--- src/rtl/edge_scan_ctrl_if.sv ---
// Handshake/bus bundle for edge_scan_ctrl.
// Optional EDGE_SCAN_COUNT_EN adds the edgeCount signal to the bundle.
interface edge_scan_ctrl_if;
  logic        start;
  logic [24:0] adjFlat;
  logic        pairReady;
  logic        pairValid;
  logic [2:0]  pairI;
  logic [2:0]  pairJ;
  logic        busy;
  logic        done;
`ifdef EDGE_SCAN_COUNT_EN
  logic [3:0]  edgeCount;

  modport master (
    output start, adjFlat, pairReady,
    input  pairValid, pairI, pairJ, busy, done, edgeCount
  );
  modport slave (
    input  start, adjFlat, pairReady,
    output pairValid, pairI, pairJ, busy, done, edgeCount
  );
`else
  modport master (
    output start, adjFlat, pairReady,
    input  pairValid, pairI, pairJ, busy, done
  );
  modport slave (
    input  start, adjFlat, pairReady,
    output pairValid, pairI, pairJ, busy, done
  );
`endif
endinterface

--- src/rtl/edge_scan_ctrl.sv ---
// edge_scan_ctrl: walks the upper triangle of a captured 5x5 adjacency matrix
// and emits each present edge (i<j) over a valid/ready handshake.
// Optional macro EDGE_SCAN_COUNT_EN adds a saturating accepted-pair counter.
module edge_scan_ctrl (
  input  logic            clk,
  input  logic            rst_n,
  edge_scan_ctrl_if.slave bus
);

  localparam logic [1:0] StIdle = 2'd0;
  localparam logic [1:0] StScan = 2'd1;
  localparam logic [1:0] StEmit = 2'd2;
  localparam logic [1:0] StDone = 2'd3;

  logic [1:0]  state_q, state_d;
  logic [24:0] adj_q, adj_d;
  logic [2:0]  cur_i_q, cur_i_d, cur_j_q, cur_j_d;
  logic [2:0]  pair_i_q, pair_i_d, pair_j_q, pair_j_d;
  logic        pair_valid_q, pair_valid_d;
  logic        busy_q, busy_d;
  logic        done_q, done_d;
  logic [3:0]  cnt_q, cnt_d;

  logic [2:0]  nxt_i, nxt_j;
  logic        cur_last;
  logic [4:0]  bit_idx;

  assign cur_last = (cur_i_q == 3'd3) && (cur_j_q == 3'd4);
  assign bit_idx  = {2'b00, cur_i_q} * 5'd5 + {2'b00, cur_j_q};

  // Next upper-triangle cursor position in row-major order.
  always_comb begin
    if (cur_j_q == 3'd4) begin
      nxt_i = cur_i_q + 3'd1;
      nxt_j = cur_i_q + 3'd2;
    end else begin
      nxt_i = cur_i_q;
      nxt_j = cur_j_q + 3'd1;
    end
  end

  // FSM next-state and registered-output next values.
  always_comb begin
    state_d      = state_q;
    adj_d        = adj_q;
    cur_i_d      = cur_i_q;
    cur_j_d      = cur_j_q;
    pair_i_d     = pair_i_q;
    pair_j_d     = pair_j_q;
    pair_valid_d = pair_valid_q;
    busy_d       = busy_q;
    done_d       = 1'b0;
    cnt_d        = cnt_q;
    case (state_q)
      StIdle: begin
        if (bus.start) begin
          adj_d   = bus.adjFlat;
          cur_i_d = 3'd0;
          cur_j_d = 3'd1;
          busy_d  = 1'b1;
          cnt_d   = 4'd0;
          state_d = StScan;
        end
      end
      StScan: begin
        if (adj_q[bit_idx]) begin
          pair_i_d     = cur_i_q;
          pair_j_d     = cur_j_q;
          pair_valid_d = 1'b1;
          state_d      = StEmit;
        end else if (cur_last) begin
          busy_d  = 1'b0;
          done_d  = 1'b1;
          state_d = StDone;
        end else begin
          cur_i_d = nxt_i;
          cur_j_d = nxt_j;
        end
      end
      StEmit: begin
        if (bus.pairReady) begin
          pair_valid_d = 1'b0;
          // Cannot exceed 10 in practice; the guard keeps it from wrapping.
          if (cnt_q != 4'd10) cnt_d = cnt_q + 4'd1;
          if (cur_last) begin
            busy_d  = 1'b0;
            done_d  = 1'b1;
            state_d = StDone;
          end else begin
            cur_i_d = nxt_i;
            cur_j_d = nxt_j;
            state_d = StScan;
          end
        end
      end
      default: begin
        state_d = StIdle;
      end
    endcase
  end

  // State registers; reset also drops any pending pair.
  always_ff @(posedge clk or negedge rst_n) begin
    if (!rst_n) begin
      state_q      <= StIdle;
      adj_q        <= '0;
      cur_i_q      <= 3'd0;
      cur_j_q      <= 3'd1;
      pair_i_q     <= 3'd0;
      pair_j_q     <= 3'd0;
      pair_valid_q <= 1'b0;
      busy_q       <= 1'b0;
      done_q       <= 1'b0;
      cnt_q        <= 4'd0;
    end else begin
      state_q      <= state_d;
      adj_q        <= adj_d;
      cur_i_q      <= cur_i_d;
      cur_j_q      <= cur_j_d;
      pair_i_q     <= pair_i_d;
      pair_j_q     <= pair_j_d;
      pair_valid_q <= pair_valid_d;
      busy_q       <= busy_d;
      done_q       <= done_d;
      cnt_q        <= cnt_d;
    end
  end

  assign bus.pairValid = pair_valid_q;
  assign bus.pairI     = pair_i_q;
  assign bus.pairJ     = pair_j_q;
  assign bus.busy      = busy_q;
  assign bus.done      = done_q;

`ifdef EDGE_SCAN_COUNT_EN
  assign bus.edgeCount = cnt_q;
`else
  // Counter logic is left unobserved and is trimmed by synthesis.
  logic unused_cnt;
  assign unused_cnt = ^cnt_q;
`endif

endmodule

--- src/flat_wrapper.sv ---
// flat-port wrapper written by rule: the top's interface ports become plain ports
module edge_scan_ctrl_flat 
  (clk, rst_n, bus_start, bus_adjFlat, bus_pairReady, bus_pairValid, bus_pairI, bus_pairJ, bus_busy, bus_done);
  edge_scan_ctrl_if bus_i ();
  input  logic clk;
  input  logic rst_n;
  input wire logic [$bits(bus_i.start)-1:0] bus_start;
  input wire logic [$bits(bus_i.adjFlat)-1:0] bus_adjFlat;
  input wire logic [$bits(bus_i.pairReady)-1:0] bus_pairReady;
  output wire logic [$bits(bus_i.pairValid)-1:0] bus_pairValid;
  output wire logic [$bits(bus_i.pairI)-1:0] bus_pairI;
  output wire logic [$bits(bus_i.pairJ)-1:0] bus_pairJ;
  output wire logic [$bits(bus_i.busy)-1:0] bus_busy;
  output wire logic [$bits(bus_i.done)-1:0] bus_done;
  assign bus_i.start = bus_start;
  assign bus_i.adjFlat = bus_adjFlat;
  assign bus_i.pairReady = bus_pairReady;
  assign bus_pairValid = bus_i.pairValid;
  assign bus_pairI = bus_i.pairI;
  assign bus_pairJ = bus_i.pairJ;
  assign bus_busy = bus_i.busy;
  assign bus_done = bus_i.done;
  edge_scan_ctrl u_core (.clk(clk), .rst_n(rst_n), .bus(bus_i));
endmodule
--- config.mk ---
export PLATFORM = sky130hd
export DESIGN_NAME = edge_scan_ctrl_flat
export DESIGN_NICKNAME = d
export VERILOG_FILES = /design/src/rtl/edge_scan_ctrl_if.sv /design/src/rtl/edge_scan_ctrl.sv /design/src/flat_wrapper.sv
export SDC_FILE = /design/constraint.sdc
export NUM_CORES = 1
export LEC_CHECK = 0
export BUFFER_PORTS_ARGS = -buffer_cell sky130_fd_sc_hd__buf_4
export CAP_MARGIN = 20
export CORE_MARGIN = 2
export CORE_UTILIZATION = 43
export CTS_CLUSTER_SIZE = 10
export DETAILED_ROUTE_END_ITERATION = 10
export GPL_TIMING_DRIVEN = 0
export MAX_ROUTING_LAYER = met4
export PLACE_DENSITY = 0.66
export SLEW_MARGIN = 20
export SYNTH_ARGS = -nofsm -noshare
export SYNTH_HDL_FRONTEND = slang
export SYNTH_SLANG_ARGS = --single-unit
--- constraint.sdc ---
create_clock -name clk -period 3.44 [get_ports clk]
set_clock_uncertainty 0.15 [all_clocks]
set_input_delay 0.172 -clock clk [delete_from_list [all_inputs] [get_ports clk]]
set_output_delay 0.172 -clock clk [all_outputs]
set_load 0.005 [all_outputs]
==> results.cfg <==
[critical_path]
crit_family = adder cells
crit_type = reg -> reg
path_max_fanout = 7
slowest_stage = fa_2
rrSetupSlack_ns = 0.08
worst-r2r-cell-count = 8
critPathArrivalTime_ns = 3.40
crit_path_start = u_core.cur_i_q[2]
reg2reg_from = u_core.cur_i_q[2]
reg2reg_to = u_core.state_q[0]
crit_buf_inv = 0
worst_setup_path_start_kind = register
crit_chain = ha_1, ha_1, fa_2, mux4_2, o2111a_2, o31a_4, or3_1, a32o_1
cpPeakStageDelay_ns = 0.56
end_kind = register
path_common_cell = ha_1
cp.required_ns = 3.48

[floorplan]
die_x_um = 77.9
core_um2 = 5170
initial_utilization = 0.454
rows = 26
die-area_um2 = 6060
fp.dieH_um = 77.9
io_pins = 38

[finish]
final_cells = 343
final_layout_size_suffix_gt1_frac = 0.385
antenna_cells = 0
nFillCells = 437
fin_area_um2 = 3180
area_growth_pct = 35.5
fin_nets = 319

[clocking]
numCtsBuffers = 5
tritoncts = done
path_clk_slew_ns = 0.08
htree_levels = 2
clock-sinks = 42
clock-root-buffer = clkbuf_8
clk_latency_ns = 0.29
cts_buffer_depth = 2

[placement]
port_buffers = 37
hpwl_um = 3030
dpl.cell_count = 298
finalWeightedCongestion = 0.778
dpl_cell_area_um2 = 2710

[synth]
seq_area_frac_synth = 0.449
synthCells = 191
yosysWarningCount = 0
synth-edff-count = 0
synth_cell_types = 44
synthArstFlopShare = 1.00
synth.area.top_cells = dfrtp_1 (44%), mux2_2 (13%), ha_1 (9.1%), mux4_1 (2.2%), mux2i_1 (2.1%)
yosys.area.top_type = dfrtp_1
syn_area_per_cell_um2 = 12.3
synth_flop_cell = dfrtp_1
synth.cell_area_um2 = 2350
yosysMostFrequentCell = dfrtp_1
netlist.area_leader.share = 0.437
synth_nets = 238
synth_seq_cells = 42
ys_top_cells_by_count = dfrtp_1 (41), mux2_2 (28), ha_1 (17)

[global_route]
grt.overflow.total = 0
grt_pass1_wl_um = 7890
grt.total_usage = 0.167
grt_max_degree = 43
antenna_found_initial = 0
grt_pass1_vias = 1753

[pwr]
vdd_ir_drop_max_mv = 0.388
leakagePower_nw = 1.52
power_density_nw_per_um2 = 784
finalPower_mw = 2.49

[detailed_routing]
wl_um = 4530
drtIter0Drc = 83
wl_per_cell_um = 13.2
drt_first_pass_iters = 4
drc = 0
dr_total_vias = 1759
drtAntennaViolNets = 0
via_per_inst = 5.13

[timing]
max_freq_mhz = 297
finalHoldViolations = 0
drv_slew = 0
period_share = 0.978
setup_viol = 0
max_slew.worst_pin.slew_ns = 0.546
fin_setup_tns_ns = 0
slew_headroom = 0.635
fin_crit_ns = 3.36

[job]
cap_viol_max_count = 0

[min_path]
min_from = bus_pairReady
hold_end = u_core.bus.pairValid
worstHoldPathType = in -> reg
holdPathStages = 4

[run_status]
status = complete, no violations
-- timing repair --
item,4_1_cts,5_1_grt
buffers inserted,5,6
pin swaps,2,2
hold buffers,26,0
endpoints found under the setup margin,15,8
endpoints found under the hold margin,66,0
gates resized for setup,5,4
-- worst min-delay path, stage by stage --
cell and delay (ns):
buf_4 0.08, nand2_1 0.05, nand2_1 0.06, o21ai_0 0.08
-- through the flow --
stage	utilization	worst slack, ns	hold WS [ns]
2_1_floorplan	-	0.0523	-0.274
3_3_place_gp	0.524	-0.220	0.0434
3_5_place_dp	0.524	-0.244	0.0439
4_1_cts	0.602	0.00373	0.0311
5_1_grt	0.615	-0.00582	0.0584
6_report	0.615	0.0768	0.0504
-- registers in the layout (all words and copies together), names as in the netlist --
| signal | count |
|---|---|
| u_core.bus.busy | 1 |
| u_core.cur_j_q | 3 |
| u_core.bus.pairJ | 3 |
| u_core.cur_i_q | 3 |
| u_core.bus.pairValid | 1 |
| u_core.state_q | 2 |
| u_core.bus.done | 1 |
| u_core.adj_q | 25 |
| u_core.bus.pairI | 3 |
-- logic make-up (layout without fill, tap and decap cells) --
family                     after synthesis  count (layout)  synth area share
adders and majority gates               18              18            0.0992
DFF                                     42              42             0.449
muxes                                   38              38             0.204
AOI/OAI and AO/OA                       33              33             0.109
buffers and inverters                   17              99            0.0352
xor gates and xnor gates                 3               3            0.0112
and+or+nand+nor                         40              40            0.0928
-- final cells by class --
type | instances | area (um^2) | area share
Buffer | 6 | 41.3 | 0.0130
Clock buffer | 7 | 86.3 | 0.0272
Clock inverter | 1 | 5.00 | 0.00157
Timing Repair Buffer | 74 | 621 | 0.195
Sequential cell | 42 | 1060 | 0.333
Multi-Input combinational cell | 132 | 1240 | 0.390
Inverter | 11 | 41.3 | 0.0130
Tap cell | 70 | 87.6 | 0.0275
-- power breakdown --
group          switching [mW]  internal (mW)
combinational           0.610          0.727
sequential              0.125          0.708
clock                   0.161          0.162
-- how the worst max path moves through the flow --
stage	to	depth (start not counted)	slack [ns]
global placement	u_core.cur_i_q[0]	8	-0.22
detailed placement	u_core.cur_i_q[0]	8	-0.24
CTS	u_core.bus.pairI[0]	8	0.004
finish	u_core.state_q[0]	8	0.08
floorplan	u_core.state_q[0]	8	0.05
global route	u_core.cur_i_q[0]	8	-0.006
-- per-layer routing --
| layer | wire, um | track usage |
|---|---|---|
| met1 | 2040 | 0.201 |
| met2 | 2280 | 0.281 |
| met3 | 159 | 0.0384 |
| met4 | 55 | 0.0482 |
| met5 | 0 | - |
-- cell usage in the layout (no fill, tap or decap), types with 2 or more instances in the layout --
| cell | instances |
|---|---|
| ha_1 | 17 |
| mux4_1 | 2 |
| dfrtp_1 | 37 |
| inv_1 | 11 |
| a21oi_1 | 6 |
| o31ai_1 | 2 |
| nand3_1 | 6 |
| o2bb2ai_1 | 2 |
| a22o_1 | 3 |
| mux2_2 | 28 |
| mux4_2 | 2 |
| and3_1 | 5 |
| dlygate4sd3_1 | 26 |
| o21ai_0 | 8 |
| buf_4 | 49 |
| nand2_1 | 12 |
| clkbuf_1 | 4 |
| o211ai_1 | 2 |
| clkbuf_8 | 6 |
| xor2_1 | 2 |
| mux2i_1 | 5 |
| nor2_1 | 4 |
| a32o_1 | 2 |
| nor3_1 | 2 |
| buf_6 | 2 |
| dfrtp_2 | 4 |
(Power assumes the default switching activity.)
